## src/rtl/demux1x2_striper_pkg.sv

```systemverilog
// Shared constants for the 1:2 byte striper and its lane buffers.
// Build option DEMUX_PARITY_EN widens each lane entry by one stored parity bit.
package demux_pkg;
    localparam int unsigned DEF_DATA_W = 8;
    localparam int unsigned LANE_DEPTH = 2;
    localparam int unsigned LANE0      = 0;
    localparam int unsigned LANE1      = 1;
endpackage

```

## src/rtl/demux1x2_striper_lane_fifo2.sv

```systemverilog
// Two-entry lane buffer: 1-bit wrapping pointers, 2-bit occupancy count.
// Head is presented combinationally and reads as zero while the buffer is empty.
module lane_fifo2
    import demux_pkg::*;
#(
    parameter int unsigned WIDTH = DEF_DATA_W
) (
    input  logic             clk,
    input  logic             reset,
    input  logic             push,
    input  logic             pop,
    input  logic [WIDTH-1:0] din,
    output logic [WIDTH-1:0] dout,
    output logic             full,
    output logic             empty,
    output logic [1:0]       count
);

    logic [WIDTH-1:0] mem_q [LANE_DEPTH];
    logic [WIDTH-1:0] mem_d [LANE_DEPTH];
    logic             wr_ptr_q, wr_ptr_d;
    logic             rd_ptr_q, rd_ptr_d;
    logic [1:0]       count_q, count_d;
    logic             do_push, do_pop;

    assign full    = (count_q == 2'(LANE_DEPTH));
    assign empty   = (count_q == 2'd0);
    assign count   = count_q;
    assign dout    = empty ? '0 : mem_q[rd_ptr_q];
    assign do_push = push && !full;
    assign do_pop  = pop && !empty;

    always_comb begin
        mem_d    = mem_q;
        wr_ptr_d = wr_ptr_q ^ do_push;
        rd_ptr_d = rd_ptr_q ^ do_pop;
        count_d  = count_q;
        if (do_push) begin
            mem_d[wr_ptr_q] = din;
        end
        case ({do_push, do_pop})
            2'b10:   count_d = count_q + 2'd1;
            2'b01:   count_d = count_q - 2'd1;
            default: count_d = count_q;
        endcase
    end

    always_ff @(posedge clk or negedge reset) begin
        if (!reset) begin
            mem_q    <= '{default: '0};
            wr_ptr_q <= 1'b0;
            rd_ptr_q <= 1'b0;
            count_q  <= 2'd0;
        end else begin
            mem_q    <= mem_d;
            wr_ptr_q <= wr_ptr_d;
            rd_ptr_q <= rd_ptr_d;
            count_q  <= count_d;
        end
    end

endmodule

```

## src/rtl/demux1x2_striper.sv

```systemverilog
// 1:2 byte striper: accepted bytes alternate lane 0, lane 1 into two 2-entry buffers.
// Define DEMUX_PARITY_EN to add parity_out, parity captured per entry at push time.
module demux1x2_striper
    import demux_pkg::*;
#(
    parameter int unsigned DATA_W = DEF_DATA_W
) (
    input  logic              clk,
    input  logic              reset,
    input  logic [DATA_W-1:0] in,
    input  logic              valid_in,
    output logic              ready_out,
    output logic [DATA_W-1:0] out0,
    output logic [DATA_W-1:0] out1,
    output logic [1:0]        valid_out,
    input  logic [1:0]        ready_in
`ifdef DEMUX_PARITY_EN
    ,
    output logic [1:0]        parity_out
`endif
);

`ifdef DEMUX_PARITY_EN
    localparam int unsigned ENTRY_W = DATA_W + 1;
`else
    localparam int unsigned ENTRY_W = DATA_W;
`endif

    logic               sel_q, sel_d;
    logic               accept;
    logic [1:0]         full, empty, push, pop;
    logic [1:0]         lane_cnt [2];
    logic [ENTRY_W-1:0] entry_in;
    logic [ENTRY_W-1:0] lane_dout [2];

    // No bypass: a full target lane blocks input even if it pops this cycle.
    assign ready_out = !full[sel_q];
    assign accept    = valid_in && ready_out;

    always_comb begin
        sel_d       = sel_q ^ accept;
        push        = '0;
        push[LANE0] = accept && (sel_q == 1'b0);
        push[LANE1] = accept && (sel_q == 1'b1);
    end

    always_ff @(posedge clk or negedge reset) begin
        if (!reset) begin
            sel_q <= 1'b0;
        end else begin
            sel_q <= sel_d;
        end
    end

    assign pop = ready_in & ~empty;

`ifdef DEMUX_PARITY_EN
    assign entry_in = {^in, in};
    // Empty lanes read back all-zero, so the stored parity bit drops to 0 too.
    assign parity_out = {lane_dout[LANE1][DATA_W], lane_dout[LANE0][DATA_W]};
`else
    assign entry_in = in;
`endif

    assign out0 = lane_dout[LANE0][DATA_W-1:0];
    assign out1 = lane_dout[LANE1][DATA_W-1:0];
    assign valid_out = {(lane_cnt[LANE1] != 2'd0), (lane_cnt[LANE0] != 2'd0)};

    lane_fifo2 #(.WIDTH(ENTRY_W)) u_lane0 (
        .clk   (clk),
        .reset (reset),
        .push  (push[LANE0]),
        .pop   (pop[LANE0]),
        .din   (entry_in),
        .dout  (lane_dout[LANE0]),
        .full  (full[LANE0]),
        .empty (empty[LANE0]),
        .count (lane_cnt[LANE0])
    );

    lane_fifo2 #(.WIDTH(ENTRY_W)) u_lane1 (
        .clk   (clk),
        .reset (reset),
        .push  (push[LANE1]),
        .pop   (pop[LANE1]),
        .din   (entry_in),
        .dout  (lane_dout[LANE1]),
        .full  (full[LANE1]),
        .empty (empty[LANE1]),
        .count (lane_cnt[LANE1])
    );

endmodule

```

## config.mk

```make
export PLATFORM = sky130hd
export DESIGN_NAME = demux1x2_striper
export DESIGN_NICKNAME = d
export VERILOG_FILES = /design/src/rtl/demux1x2_striper_pkg.sv /design/src/rtl/demux1x2_striper_lane_fifo2.sv /design/src/rtl/demux1x2_striper.sv
export SDC_FILE = /design/constraint.sdc
export NUM_CORES = 1
export LEC_CHECK = 0
export ABC_AREA = 1
export CAP_MARGIN = 0
export CELL_PAD_IN_SITES_DETAIL_PLACEMENT = 1
export CELL_PAD_IN_SITES_GLOBAL_PLACEMENT = 1
export CORE_MARGIN = 2
export CORE_UTILIZATION = 40
export CTS_BUF_LIST = sky130_fd_sc_hd__clkbuf_4
export CTS_CLUSTER_SIZE = 8
export DETAILED_ROUTE_END_ITERATION = 7
export PLACE_DENSITY = 0.91
export SETUP_SLACK_MARGIN = 0.02
export SYNTH_ARGS = -nofsm -noshare
export SYNTH_HDL_FRONTEND = slang
export SYNTH_SLANG_ARGS = --single-unit
```

## constraint.sdc

```tcl
create_clock -name clk -period 2 [get_ports clk]
set_clock_uncertainty 0.2 [all_clocks]
set_input_delay 0.3 -clock clk [delete_from_list [all_inputs] [get_ports clk]]
set_output_delay 0.3 -clock clk [all_outputs]
set_load 0.01 [all_outputs]
```

# Yosys cells after proc, flatten, opt, wreduce, memory -nomap -nowiden
# Cells that the tools add are included.
[totals]
reg_bits = 41
wordCells = 78
in_bits = 13
[op_classes]
add_sub_neg = 4
n_reduce_logical = 20
bitwise_logic = 12
mux = 18
order_cmp = 7
n_eq_ne = 6
[ops]
columns = ["op", "n"]
rows = [
  ["$mux W8", 10],
  ["$bwmux W16", 2],
  ["$demux W8 S1", 2],
  ["$logic_and A1 B1 Y1", 9],
  ["$eq A2 B2 Y1 const B", 4],
  ["$ge A2 B2 Y1 const B", 4],
  ["$not A1 Y2", 4],
  ["$pmux W2 S2", 2],
  ["$reduce_bool A2 Y1", 4],
  ["$logic_not A1 Y1", 5],
  ["$xor A1 B1 Y1", 5],
  ["$add A2 B1 Y2 const B", 2],
  ["$eq A2 B1 Y1 const B", 2],
  ["$logic_not A2 Y1", 2],
  ["$lt A2 B1 Y1 const B", 2],
  ["$sub A2 B1 Y2 const B", 2],
  ["$and A2 B2 Y2", 1],
  ["$lt A1 B2 Y1 const B", 1],
  ["$mux W1", 2],
  ["$not A2 Y2", 1],
  ["$not A1 Y1", 1],
]

# Longest topological paths before layout
[logic_depth]
depth_word = 9
mapped_depth = 12
ltp_nobuf = 12

# By module
# A second synthesis with hierarchy kept.
[hier_totals]
hier_cells = 261
hier_area_um2 = 2057.0
[modules_own_cells]
columns = ["module", "n_inst", "seq_area_each_um2", "area_each_um2", "cells_per_inst"]
rows = [
  ["lane_fifo2", 2, 500.5, 970.9, 122],
  ["demux1x2_striper", 1, 25.0, 115.1, 17],
]

# Worst setup path after synthesis
# Ideal clock, no wire load.
[synth_timing]
kind = "reg-to-reg"
from = "reg u_lane1.count_q[0] (netlist: u_lane1.count[0])"
to = "reg u_lane1.mem_q[10] (netlist bit)"
setup_time_ns = 0.129
t_required_ns = 1.671
t_arrival_ns = 1.458
synth_period_minus_slack_ns = 1.787
n_path_buf = 1
stages_incl_launch_ff = 12
path_slack_ns = 0.213
path_cell_list = "dfrtp_1 > inv_1 > nand2_1 > nand2_1 > a21boi_2 > ha_1 > nand2_1 > inv_1 > ha_1 > buf_4 > nand2_1 > o21ai_0"
[synth_via]
elab_chain_cells = 7
[synth_lines]
columns = ["item", "line_no", "source"]
rows = [
  ["start: declaration", "demux1x2_striper_lane_fifo2.sv:23", "logic [1:0] count_q, count_d;"],
  ["start signal: assignment", "demux1x2_striper_lane_fifo2.sv:58", "count_q <= count_d;"],
  ["$eq A2 B2 Y1 *", "demux1x2_striper_lane_fifo2.sv:26", "assign full = (count_q == 2'(LANE_DEPTH));"],
  ["$mux W1 (not written as such) (2 in a row)", "demux1x2_striper.sv:37", "assign ready_out = !full[sel_q];"],
  ["$logic_not A1 Y1", "demux1x2_striper.sv:37", ""],
  ["$logic_and A1 B1 Y1", "demux1x2_striper.sv:38", "assign accept = valid_in && ready_out;"],
  ["$logic_and A1 B1 Y1", "demux1x2_striper.sv:44", "push[LANE1] = accept && (sel_q == 1'b1);"],
  ["$logic_and A1 B1 Y1 *", "demux1x2_striper_lane_fifo2.sv:30", "assign do_push = push && !full;"],
  ["end signal: assignment", "demux1x2_striper_lane_fifo2.sv:55", "mem_q <= mem_d;"],
  ["end: declaration", "demux1x2_striper_lane_fifo2.sv:19", "logic [WIDTH-1:0] mem_q [LANE_DEPTH];"],
]
# Every way passes the cells marked *; elsewhere a longest branch is shown, timed or not. The select of a mux whose other input is x is not followed.
# A chain may end at the register's enable or synchronous reset.

# Final worst setup path
[layout_timing]
from = "reg u_lane0.count_q[1] (netlist: u_lane0.count[1])"
to = "reg u_lane0.mem_q[8] (netlist bit)"
[layout_via]
elab_chain_cells = 7
[layout_lines]
columns = ["item", "line_no", "source"]
rows = [
  ["start: declaration", "demux1x2_striper_lane_fifo2.sv:23", ""],
  ["start signal: assignment", "demux1x2_striper_lane_fifo2.sv:58", ""],
  ["$eq A2 B2 Y1 *", "demux1x2_striper_lane_fifo2.sv:26", ""],
  ["$mux W1 (not written as such) (2 in a row)", "demux1x2_striper.sv:37", ""],
  ["$logic_not A1 Y1", "demux1x2_striper.sv:37", ""],
  ["$logic_and A1 B1 Y1", "demux1x2_striper.sv:38", ""],
  ["$logic_and A1 B1 Y1", "demux1x2_striper.sv:43", "push[LANE0] = accept && (sel_q == 1'b0);"],
  ["$logic_and A1 B1 Y1 *", "demux1x2_striper_lane_fifo2.sv:30", ""],
  ["end signal: assignment", "demux1x2_striper_lane_fifo2.sv:55", ""],
  ["end: declaration", "demux1x2_striper_lane_fifo2.sv:19", ""],
]
# Marked as above.

==> impl_metrics.json <==
{
  "synth_cells": 255,
  "area_growth_pct": 39.94,
  "synth_nets": 276,
  "cts_tree": "done",
  "place_area_sq_um": 2471,
  "synth_area_per_cell_sq_um": 7.998,
  "utilization_pct": 59.25,
  "ys_seq_area_share_pct": 50.31,
  "synth_top_area_cell": "dfrtp_1",
  "reg2reg_depth": 11,
  "detail_route.vias_per_cell": 5.016,
  "wire_per_inst_um": 17.61,
  "initial_core_util_pct": 42.34,
  "globalplace.congestion": 0.7223,
  "num_vias": 1931,
  "critPathSlowestCell": "dfrtp_1",
  "clock_latency_ps": 360,
  "rows": 25,
  "insertedDiodeCount": 0,
  "arrival_ps": 2070,
  "synthDistinctLibCells": 15,
  "cp_max_fo": 7,
  "fp.dieW_um": 75.41,
  "finalSetupViolCount": 0,
  "synth_seq_cells": 41,
  "dr.first_iter.drc_count": 125,
  "antenna_left": 0,
  "max_freq_mhz": 500.5,
  "io_pins": 32,
  "grt_pass1_vias": 1916,
  "numCtsBuffers": 5,
  "crit_chain": "buf_6 -> nand2_4 -> nand2_4 -> a21boi_2 -> ha_2 -> nand2_4 -> inv_4 -> ha_4 -> buf_6 -> nand2_1 -> o21ai_0",
  "fin_area_sq_um": 2854,
  "slew_headroom_pct": 63.99,
  "ys_warn_count": 0,
  "ir_worst_vdd_mv": 0.7521,
  "p_per_area_nw_per_um2": 1745,
  "synth_edf_count": 0,
  "cap_violations": 0,
  "multi_input_comb_area_sq_um": 899.6,
  "fin_tns_setup_ps": 0,
  "drcViolationCount": 0,
  "end_kind": "flip-flop",
  "fin_nets": 339,
  "worstHoldPathType": "in2async",
  "ys_top_cells_by_area": "dfrtp_1, nand2_1, inv_1, o21ai_0, ha_1",
  "yosys-top-cells-count": "nand2_1, inv_1, dfrtp_1",
  "seq_area_sq_um": 1031,
  "fin_crit_sh_pct": 99.91,
  "cts_buffer_depth": 2,
  "finalHoldViolations": 0,
  "cp_common_cell": "nand2_4",
  "worst_pin_slew_ps": 540.2,
  "async_flop_share_pct": 100.0,
  "wirelength_um": 6781,
  "crit_type": "reg2reg",
  "slew_violations": 0,
  "fillers": 595,
  "synth_top_area_share_pct": 50.31,
  "htree_num_levels": 2,
  "crit_path_max_incr_delay_ps": 430,
  "drive_gt1_share_pct": 30.19,
  "critical_path_required_ps": 2080,
  "syn_area_sq_um": 2039,
  "fp.coreArea_sq_um": 4817,
  "fp.dieH_um": 75.41,
  "period_needed_ps": 1998,
  "grt_first_pass_wirelength_um": 9149,
  "die-area_sq_um": 5686,
  "io_buffers": 31,
  "yosys_most_used_dff": "dfrtp_1",
  "hpwl_um": 3720,
  "grt_start_max_net_pins": 42,
  "fin_ws_ps": 1.843,
  "status": "complete, no violations",
  "leakage_nw": 1.407,
  "crit_path_start_kind": "flip-flop",
  "post-synth-top-count-cell": "nand2_1",
  "cts.clk_slew.worst_paths_ps": 140,
  "first_pass_iters": 4,
  "track_usage_pct": 21.75,
  "gr-total-overflow": 0,
  "clkSinkCount": 41,
  "root_buffer": "clkbuf_4",
  "antenna_found_initial": 0,
  "post-place-ws_ps": -95.10,
  "rsz0062_at_grt": "true"
}
-- placed cells by master (no fill, tap or decap), drive strengths merged --
cell type / synthesis / layout
nand2: 83 / 83
inv: 54 / 54
buf: 8 / 43
dfrtp: 41 / 41
o21ai: 34 / 34
a21oi: 16 / 16
clkdlybuf4s50: 0 / 11
clkbuf: 0 / 11
ha: 8 / 8
nor2: 4 / 4
clkdlybuf4s15: 0 / 3
xnor2: 2 / 2
nand3: 2 / 2
nand4: 2 / 2
a21boi: 1 / 1
bufinv: 0 / 1
clkinv: 0 / 1
dlygate4sd3: 0 / 1
-- cell type report --
class | instances | area share, %
Sequential cell | 41 | 36.12
Inverter | 54 | 7.453
Clock buffer | 5 | 1.315
Clock inverter | 2 | 1.228
Tap cell | 67 | 2.937
Timing Repair Buffer | 64 | 19.42
Multi-Input combinational cell | 152 | 31.52
-- flip-flops by register name, summed over array words and instances, names as in the netlist --
register	count
u_lane1.count	2
u_lane0.wr_ptr_q	1
sel_q	1
u_lane1.rd_ptr_q	1
u_lane0.count	2
u_lane0.rd_ptr_q	1
u_lane0.mem_q	16
u_lane1.mem_q	16
u_lane1.wr_ptr_q	1
-- layer usage --
metal	global-route usage [%]	vias up	part of all wire, %
li1	-	899	-
met1	25.93	958	41
met2	39.03	59	53
met3	5.026	15	3.9
met4	6.433	0	2.1
met5	0	-	0
-- stage by stage --
| step | total power [W] | cells | hold slack [ps] |
|---|---|---|---|
| after floorplan | 0.002753 | 255 | -195.6 |
| after global placement | 0.003586 | 359 | 199.3 |
| after detailed placement | 0.003746 | 359 | 219.6 |
| after CTS | 0.004427 | 378 | 335.3 |
| after global routing | 0.005350 | 385 | 357.3 |
| final | 0.004980 | 385 | 319.9 |
-- critical path, delay by kind of cell (launching register included) --
| kind | cells | cell delay, ps |
|---|---|---|
| adders and majority gates | 2 | 380 |
| buffers and inverters | 3 | 350 |
| DFF | 1 | 430 |
| AOI/OAI and AO/OA | 2 | 280 |
| and+or+nand+nor | 4 | 260 |
-- report_power, final --
group          internal, W  switching (W)  total, W
registers          0.00126       0.000322   0.00158
clock network     0.000255       0.000306  0.000561
logic              0.00128        0.00156   0.00284
-- logic make-up (layout without fill, tap and decap cells) --
group / after synthesis / count (layout) / synth area share, %
compound gates: 51 / 51 / 13.19
buf+inv: 62 / 125 / 13.62
fa+ha+maj: 8 / 8 / 4.908
xor+xnor: 2 / 2 / 0.8591
simple gates: 91 / 91 / 17.12
flops: 41 / 41 / 50.31
-- worst paths after layout --
kind | from | to | slack, ps
worst min register to register | u_lane1.mem_q[6] | u_lane1.mem_q[6] | 320
worst max-delay path | u_lane0.count[1] | u_lane0.mem_q[8] | 2
worst max register to register | u_lane0.count[1] | u_lane0.mem_q[8] | 2
worst min-delay path | reset | u_lane0.mem_q[1] | 320
min in group clk | u_lane1.mem_q[6] | u_lane1.mem_q[6] | 320
max in group asynchronous | reset | u_lane0.count[0] | 860
-- what timing repair did --
| action | in CTS | in global routing |
|---|---|---|
| pin swaps | 4 | 6 |
| buffers inserted | 11 | 5 |
| hold buffers | 1 | 0 |
| setup endpoints to repair | 22 | 53 |
| gates cloned | 0 | 2 |
| gates resized for setup | 73 | 72 |
| endpoints found under the hold margin | 41 | 0 |
Note: power is estimated with default switching activity, not from simulation.
